File: config.mk
export PLATFORM = sky130hd
export DESIGN_NAME = pwm_gen
export DESIGN_NICKNAME = d
export VERILOG_FILES = /design/src/rtl/pwm_gen.sv
export SDC_FILE = /design/constraint.sdc
export NUM_CORES = 1
export LEC_CHECK = 0
export ABC_CLOCK_PERIOD_IN_PS = 2200
export BUFFER_PORTS_ARGS = -buffer_cell sky130_fd_sc_hd__buf_2
export CORE_ASPECT_RATIO = 1.4
export CORE_MARGIN = 2
export CORE_UTILIZATION = 48
export CTS_BUF_LIST = sky130_fd_sc_hd__clkbuf_8
export CTS_CLUSTER_DIAMETER = 40
export DETAILED_ROUTE_END_ITERATION = 6
export MAX_ROUTING_LAYER = met4
export PLACE_DENSITY = 0.69
export SKIP_LAST_GASP = 1
export SLEW_MARGIN = 20
export SYNTH_ARGS = -nofsm -noshare
export SYNTH_HDL_FRONTEND = slang
export SYNTH_SLANG_ARGS = --single-unit
export TNS_END_PERCENT = 1
File: constraint.sdc
create_clock -name clk -period 2.2 [get_ports clk]
set_input_delay 0.11 -clock clk [delete_from_list [all_inputs] [get_ports clk]]
set_output_delay 0.11 -clock clk [all_outputs]
set_load 0.1 [all_outputs]
File: src/rtl/pwm_gen.sv
// PWM generator: prescaled step counter with a per-period shadowed duty value
// and a drain state that lets the current period finish before going idle.
module pwm_gen #(
  parameter int PRESC_DIV = 100,
  parameter int STEPS     = 10
) (
  input  logic       clk,
  input  logic       rst,
  input  logic       en,
  input  logic [3:0] duty_in,
  output logic       pwm_out,
  output logic       period_done,
  output logic       busy,
  output logic [3:0] active_duty
);

  localparam int             PW         = (PRESC_DIV > 1) ? $clog2(PRESC_DIV) : 1;
  localparam logic [PW-1:0]  PRESC_LAST = PW'(PRESC_DIV - 1);
  localparam logic [3:0]     STEP_LAST  = 4'(STEPS - 1);
  localparam logic [3:0]     DUTY_MAX   = 4'(STEPS);

  // Requests beyond the step count mean "always high".
  function automatic logic [3:0] sat_duty(input logic [3:0] d);
    return (d > DUTY_MAX) ? DUTY_MAX : d;
  endfunction

  typedef enum logic [1:0] {IDLE, RUN, DRAIN} state_t;

  state_t        state, state_nxt;
  logic [PW-1:0] presc;
  logic [3:0]    step;
  logic          tick;
  logic          wrap;

  assign tick = (state != IDLE) && (presc == PRESC_LAST);
  assign wrap = tick && (step == STEP_LAST);
  assign busy = (state != IDLE);

  always_comb begin
    state_nxt = state;
    case (state)
      IDLE:    if (en) state_nxt = RUN;
      RUN:     if (!en) state_nxt = DRAIN;
      DRAIN: begin
        if (wrap)    state_nxt = en ? RUN : IDLE;
        else if (en) state_nxt = RUN;
      end
      default: state_nxt = IDLE;
    endcase
  end

  always_ff @(posedge clk or posedge rst) begin
    if (rst) state <= IDLE;
    else     state <= state_nxt;
  end

  // Counters, duty shadow and registered outputs; the wrap tick is the only
  // point where a new duty takes effect, so a period is never split.
  always_ff @(posedge clk or posedge rst) begin
    if (rst) begin
      presc       <= '0;
      step        <= '0;
      active_duty <= '0;
      pwm_out     <= 1'b0;
      period_done <= 1'b0;
    end else if (state == IDLE) begin
      presc       <= '0;
      step        <= '0;
      pwm_out     <= 1'b0;
      period_done <= 1'b0;
      if (en) active_duty <= sat_duty(duty_in);
    end else begin
      presc <= tick ? '0 : presc + PW'(1);
      if (tick) step <= wrap ? 4'd0 : step + 4'd1;
      if (wrap) active_duty <= sat_duty(duty_in);
      period_done <= wrap;
      pwm_out     <= (step < active_duty);
    end
  end

endmodule

==> results of run 1 <==
area by class of cell:
class | count | area, um2 | share of cell area (%)
multi-input cells | 66 | 462 | 41.3
repair buffers | 15 | 82.6 | 7.39
clock buffers | 3 | 41.3 | 3.70
flip-flops and latches | 19 | 475 | 42.6
inverters | 7 | 26.3 | 2.35
well taps | 21 | 26.3 | 2.35
clock inverters | 1 | 3.75 | 0.336
power breakdown:
| group | internal (uW) | total (uW) | switching [uW] |
|---|---|---|---|
| Sequential | 383 | 413 | 29.9 |
| Clock | 124 | 235 | 111 |
| Combinational | 60.2 | 270 | 210 |
| Total | 568 | 918 | 350 |
metrics by stage:
step	hold slack [ns]	std cells	setup WS (ns)
floorplan	0.0611	92	0.0550
global placement	0.259	127	0.452
detailed placement	0.256	127	0.409
CTS	0.0290	132	0.416
global route	0.0374	132	0.237
finish	0.0260	132	0.406
kinds of logic (layout without fill, tap and decap cells):
group                      count (synthesis)  after routing
AOI/OAI and AO/OA                         13             13
and+or+nand+nor                           36             36
adders and majority gates                  6              6
DFF                                       19             19
xor gates and xnor gates                   5              5
buffers and inverters                      7             26
muxes                                      6              6
routing by layer:
metal  GRT usage (%)  wire length, um
met1            18.7              746
met5               -                0
met3            3.80               46
met2            28.3              833
met4            9.68               36
timing repair:
action                                  in CTS  in global routing
endpoints found under the setup margin       0                  0
hold buffers                                 1                  0
endpoints found under the hold margin       19                  0
flip-flops by register name, indices dropped and copies added (netlist names):
name and cells:
presc 7, active_duty 4, pwm_out 1, period_done 1, state 2, step 4
worst max-delay path, delay by kind of cell, from the launching register on:
kind | cells | cell delay (ns)
AND/OR/NAND/NOR | 3 | 1.10
AO/OA/AOI/OAI | 1 | 0.17
flip-flops | 1 | 0.46
cells in the final DEF, fill, tap and decap left out, types with 2 or more instances in the layout:
cell      instances
mux2i_1           5
a21oi_1           4
a21o_1            2
dfrtp_1          19
ha_1              6
o21ai_0           2
inv_1             8
buf_2            13
nand3_1           4
and3_1            2
xnor2_1           3
nand2b_1          2
xor2_1            2
nor2_1           12
or3_1             2
a31oi_1           2
clkbuf_8          3
nand2_1           7
path summary, 6_finish.rpt:
check	start	endpoint	slack (ns)	cells after the start
min	en	state[1]	0.03	2
max reg2reg	presc[2]	step[3]	0.41	4
min reg2reg	presc[0]	presc[0]	0.50	1
min in group asynchronous	rst	state[1]	0.53	3
max in group asynchronous	rst	active_duty[1]	1.23	3
max	presc[2]	step[3]	0.41	4
==> out/qor.yml, run 1 <==
post-cts-setup-buffers: 0
outcome: "finished clean"
finalSetupTns_ns: 0
ys.warnings.count: 0
cp-end-kind: "flop"
worstMarginPinSlew_ns: 0.708
final_max_slew_viol_count: 0
grt_max_degree: 20
synthArstFlopShare_pct: 100
grtUsageTotal_pct: 17.1
period_needed_ns: 1.79
critPathKind: "flop to flop"
fillers: 157
clock.fmax_ghz: 0.557
finalCritPeriodShare_pct: 81.5
nets: 125
synth.area.top_cells: "dfrtp_1 (49%), ha_1 (7.8%), mux2i_1 (5.2%), nor2_1 (4.7%), inv_1 (2.7%)"
p_leak_uw: 0.000567
synth-main-ff-cell: "dfrtp_1"
cp-start-kind: "flop"
synth_fp_nets: 105
route.detailed.drc: 0
max-cap-violations: 0
synth_area_um2: 963
grt-ovfl-total: 0
via_count: 701
routed_wl_um: 1660
p_total_uw: 918
synth_compound_area_share_pct: 8.44
syn2layout_area_growth_pct: 16.0
dieArea_mm2: 0.00239
max-slew-margin-rel_pct: 52.8
cts_buffers: 3
cp.required_ns: 2.38
hold_viol_final: 0
wire_per_inst_um: 12.6
yosysSeqAreaShare_pct: 49.4
core_mm2: 0.00193
grt_pass1_wl_um: 2960
path_cells: "nor4b_4 -> nand3_2 -> or4b_1 -> a31oi_1"
cts_tree: "built"
place_area_mm2: 0.00106
cp_slowest_cell: "or4b_1"
syn_area_per_cell_um2: 10.5
synth_seq_cells: 19
placementRows: 19
cts_root_buf: "clkbuf_8"
synth_top_area_cell: "dfrtp_1"
vdd_drop_max_mv: 0.569
synth_xor_xnor_area_share_pct: 4.55
synth_adder_area_share_pct: 7.79
hold_class: "input port to flop"
yosysMostFrequentCell: "dfrtp_1"
synth_top_family_by_area: "simple AND/OR/NAND/NOR gates"
cp_data_arrival_time_ns: 1.97
synth_mux_area_share_pct: 6.36
initial_core_util_pct: 50.0
gp_congestion: 0.795
drt_iter0_drc: 10
final_antenna_net_count: 0
fp.dieW_um: 41.9
synthTopCellsByCount: "dfrtp_1 (19), nor2_1 (12), inv_1 (7), nand2_1 (7), ha_1 (6)"
power_density_mw_per_mm2: 821
crit_fanout: 8
drive_above_1_share_pct: 18.0
synth_top_area_share_pct: 49.4
clock_latency_ns: 0.25
post-dp-hpwl_um: 1240
die_y_um: 57.0
synth_edf_count: 0
clk_path_buf_depth: 2
vias_per_cell: 5.31
synthSimpleGateAreaFrac_pct: 20.8
syn-instance-count: 92
rsz0062_at_grt: "false"
antenna_found_initial: 0
clock_sinks: 19
cpPeakStageDelay_ns: 0.53
setup_violations: 0
synth.distinct_cells: 27
cts_resized: 0
htree_num_levels: 1
skew_ns: 0.00152
stdcell_area_mm2: 0.00112
final_core_util_pct: 58.0
boundaryPins: 14
drt-pass1-iter-count: 3
path_clk_slew_ns: 0.07
grt_pass1_vias: 697
n_antenna_cell: 0
io_buffers: 13
Power figures use the tool's default switching activity.
==> run 2, diff against run 1 <==
--- a/config.mk
+++ b/config.mk
@@ -5,7 +5,8 @@
 export SDC_FILE = /design/constraint.sdc
 export NUM_CORES = 1
 export LEC_CHECK = 0
-export ABC_CLOCK_PERIOD_IN_PS = 2200
+export ABC_AREA = 1
+export ABC_CLOCK_PERIOD_IN_PS = 1680
 export BUFFER_PORTS_ARGS = -buffer_cell sky130_fd_sc_hd__buf_2
 export CORE_ASPECT_RATIO = 1.4
 export CORE_MARGIN = 2
@@ -14,7 +15,7 @@
 export CTS_CLUSTER_DIAMETER = 40
 export DETAILED_ROUTE_END_ITERATION = 6
 export MAX_ROUTING_LAYER = met4
-export PLACE_DENSITY = 0.69
+export PLACE_DENSITY = 0.68
 export SKIP_LAST_GASP = 1
 export SLEW_MARGIN = 20
 export SYNTH_ARGS = -nofsm -noshare
==> constraint.sdc (replaced) <==
create_clock -name clk -period 1.68 [get_ports clk]
set_input_delay 0.084 -clock clk [delete_from_list [all_inputs] [get_ports clk]]
set_output_delay 0.084 -clock clk [all_outputs]
set_load 0.1 [all_outputs]
==> run 2 against run 1 <==
Worst hold slack improved by 0.043 ns. Final cell count is 22% higher. Critical path depth fell by 1. Via count up 17%. Sequential cell count unchanged. Register-to-register slack got worse by 0.14 ns. Core utilization is 1.0 points higher. Synthesized cell count is 32% higher. Global-route usage increased by 2.2 points. Clock skew barely moved. Wire length is 11% higher. Critical endpoint is now busy. Highest routed layer unchanged.
==> out/qor.yml, run 2 <==
clk_path_buf_depth: 2  # unchanged
top_register: "presc"  # unchanged
initial_core_util_pct: 51.3  # was 50.0%
period_needed_ns: 1.42
cp-end-kind: "output pin"  # was flop
skew_ns: 0.00142  # was 0.00152 ns
syn_area_per_cell_um2: 8.46  # was 10.5 um2
io_buffers: 13  # unchanged
largest_reg_flops: 7  # unchanged
wire_per_inst_um: 11.5  # was 12.6 um
drt-pass1-iter-count: 4  # was 3
synthArstFlopShare_pct: 100  # unchanged
grt_pass1_wl_um: 3470  # was 2960 um
routed_wl_um: 1850  # was 1660 um
r2r-start: "step[1]"  # was presc[2]
clock_latency_ns: 0.25  # about the same
cpPeakStageDelay_ns: 0.44  # was 0.53 ns
met2_length_um: 947  # was 833 um
post-dp-hpwl_um: 1490  # was 1240 um
vdd_drop_max_mv: 0.668  # was 0.569 mV
final_max_slew_viol_count: 0  # unchanged
r2r_setup_slack_ns: 0.27  # was 0.41 ns
cts_root_buf: "clkbuf_8"  # unchanged
power_density_mw_per_mm2: 1040  # was 821 mW/mm2
p_leak_uw: 0.000635  # was 0.000567 uW
mostFrequentLayoutCells: "nand2_1 (31), dfrtp_1 (18), nor2_1 (14), inv_1 (14), buf_2 (13)"  # was dfrtp_1 (19), buf_2 (13), nor2_1 (12)
synthTopCellsByCount: "nand2_1 (31), dfrtp_1 (19), nor2_1 (14)"  # was dfrtp_1 (19), nor2_1 (12), inv_1 (7), nand2_1 (7), ha_1 (6)
synth-main-ff-cell: "dfrtp_1"  # unchanged
outcome: "finished clean"  # unchanged
synth_edf_count: 0  # unchanged
max-cap-violations: 0  # unchanged
hold_ws_ns: 0.0688  # was 0.0260 ns
nets: 154  # was 125
yosysSeqAreaShare_pct: 46.5  # was 49.4%
route.detailed.drc: 0  # unchanged
wl_met1_um: 783  # was 746 um
synth_top_area_share_pct: 46.5  # was 49.4%
finalCritPeriodShare_pct: 84.6
clock.fmax_ghz: 0.704
synth_top_area_cell: "dfrtp_1"  # unchanged
holdBufCountCts: 1  # unchanged
n_antenna_cell: 0  # unchanged
dieArea_mm2: 0.00252  # was 0.00239 mm2
yosysMostFrequentCell: "nand2_1"  # was dfrtp_1
syn-instance-count: 121  # was 92
worstMarginPinSlew_ns: 0.493  # was 0.708 ns
syn2layout_area_growth_pct: 15.2  # was 16.0%
top_layer: "met4"  # unchanged
max-slew-margin-rel_pct: 67.1  # was 52.8%
antenna_found_initial: 0  # unchanged
rsz0062_at_grt: "false"  # unchanged
core_mm2: 0.00200  # was 0.00193 mm2
final_antenna_net_count: 0  # unchanged
largestRegisters: "presc: 7 flops, active_duty: 4 flops, step: 4 flops"  # unchanged
critPathBufInv: 2  # was 0
die_y_um: 58.6  # was 57.0 um
synth.area.top_cells: "dfrtp_1 (46%), nand2_1 (11%), ha_1 (7.3%), nor2_1 (5.1%), nand3_1 (4.9%)"  # was dfrtp_1 (49%), ha_1 (7.8%), mux2i_1 (5.2%), nor2_1 (4.7%), inv_1 (2.7%)
r2r-end: "state[1]"  # was step[3]
hold_class: "input port to flop"  # unchanged
hold_viol_final: 0  # unchanged
synth_fp_nets: 134  # was 105
setup_violations: 0  # unchanged
cp.required_ns: 1.60  # was 2.38 ns
cp-start-kind: "flop"  # unchanged
grt_pass1_vias: 820  # was 697
placementRows: 19  # unchanged
cts_buffers: 3  # unchanged
hold_end: "state[0]"  # was state[1]
cp_data_arrival_time_ns: 1.34  # was 1.97 ns
drt_iter0_drc: 27  # was 10
cp_slowest_cell: "buf_2"  # was or4b_1
ys.warnings.count: 0  # unchanged
vias_per_cell: 5.08  # was 5.31
cts_tree: "built"  # unchanged
gp_congestion: 0.771  # was 0.795
path_clk_slew_ns: 0.07  # about the same
hp-start: "en"  # unchanged
synth_seq_cells: 19  # unchanged
cts_resized: 0  # unchanged
finalSetupTns_ns: 0  # unchanged
boundaryPins: 14  # unchanged
grtUsageTotal_pct: 19.3  # was 17.1%
critical_path.top_delay_family: "buffers and inverters"  # was simple AND/OR/NAND/NOR gates
path_cells: "nor2_4 -> inv_2 -> buf_2"  # was nor4b_4 -> nand3_2 -> or4b_1 -> a31oi_1
r2r_cells: 7  # was 4
synth_area_mm2: 0.00102  # was 963 um2
post-cts-setup-buffers: 0  # unchanged
grt_max_degree: 14  # was 20
grt-ovfl-total: 0  # unchanged
routed-wl-met3_um: 57  # was 46 um
critPathKind: "flop to output pin"  # was flop to flop
clock_sinks: 19  # unchanged
final_common_cell: "nand2_1"  # was dfrtp_1
htree_num_levels: 1  # unchanged
hold_depth: 3  # was 2
via_count: 818  # was 701
drive_above_1_share_pct: 22.1  # was 18.0%
synth.distinct_cells: 23  # was 27
crit_fanout: 5  # was 8
fp.dieW_um: 43.0  # was 41.9 um
-- run 2: cell types whose count changed after synthesis, sizes merged, moves of 5 or more --
cell,delta
inv,+10
mux2i,-5
nand2,+26
nand3,+7
nor2,+6
-- run 2: layout make-up --
| type | count | area [um2] |
|---|---|---|
| clock inverters | 1 | 3.75 |
| fillers | 190 | 818 |
| flip-flops and latches | 19 | 477 |
| multi-input cells | 85 | 482 |
| inverters | 17 | 66.3 |
| well taps | 21 | 26.3 |
| clock buffers | 3 | 41.3 |
| repair buffers | 15 | 82.6 |
-- run 2: logic make-up (layout without fill, tap and decap cells) --
family	after synthesis	in the layout	synth area share, %
AOI/OAI and AO/OA	12	12	6.97
buffers and inverters	17	36	6.48
xor gates and xnor gates	1	1	0.856
and+or+nand+nor	66	66	31.9
adders and majority gates	6	6	7.33
DFF	19	19	46.5
-- run 2: worst max path at each step --
stage | depth (start not counted) | slack, ns | to | startpoint
3_5_place_dp | 7 | 0.28 | state[1] | step[1]
6_report | 3 | 0.26 | busy | state[0]
2_1_floorplan | 5 | 0.01 | pwm_out | active_duty[3]
5_1_grt | 7 | 0.15 | state[1] | step[1]
3_3_place_gp | 7 | 0.35 | state[1] | step[1]
4_1_cts | 3 | 0.25 | busy | state[0]
-- run 2: power by group --
group / internal [uW] / total, uW / switching (uW) / leakage [uW]
clock: 162 / 306 / 144 / 0.0000269
combinational: 82.2 / 375 / 293 / 0.000358
sequential: 505 / 541 / 36.0 / 0.000250
-- run 2: layer usage --
metal,global-route usage (%),vias up
met1,22.1,377
li1,-,419
met2,31.6,16
met4,11.7,0
met3,3.07,6
met5,-,-
-- run 2: per-stage QoR --
step / cells / area [um2] / setup WS, ns / utilization, % / power (uW)
5_1_grt: 161 / 1180 / 0.149 / 59.0 / 1300
6_report: 161 / 1180 / 0.259 / 59.0 / 1220
3_5_place_dp: 156 / 1120 / 0.282 / 56.3 / 929
3_3_place_gp: 156 / 1120 / 0.351 / 56.3 / 922
2_1_floorplan: 121 / 1020 / 0.0106 / - / 857
4_1_cts: 161 / 1180 / 0.246 / 59.0 / 1240
-- run 2: worst register-to-register path: stages (launching register included) --
cell and delay [ns]:
dfrtp_1 0.41, inv_1 0.10, ha_1 0.15, nand2_1 0.08
nor2_2 0.21, nand3_4 0.15, o21bai_1 0.15, inv_1 0.05
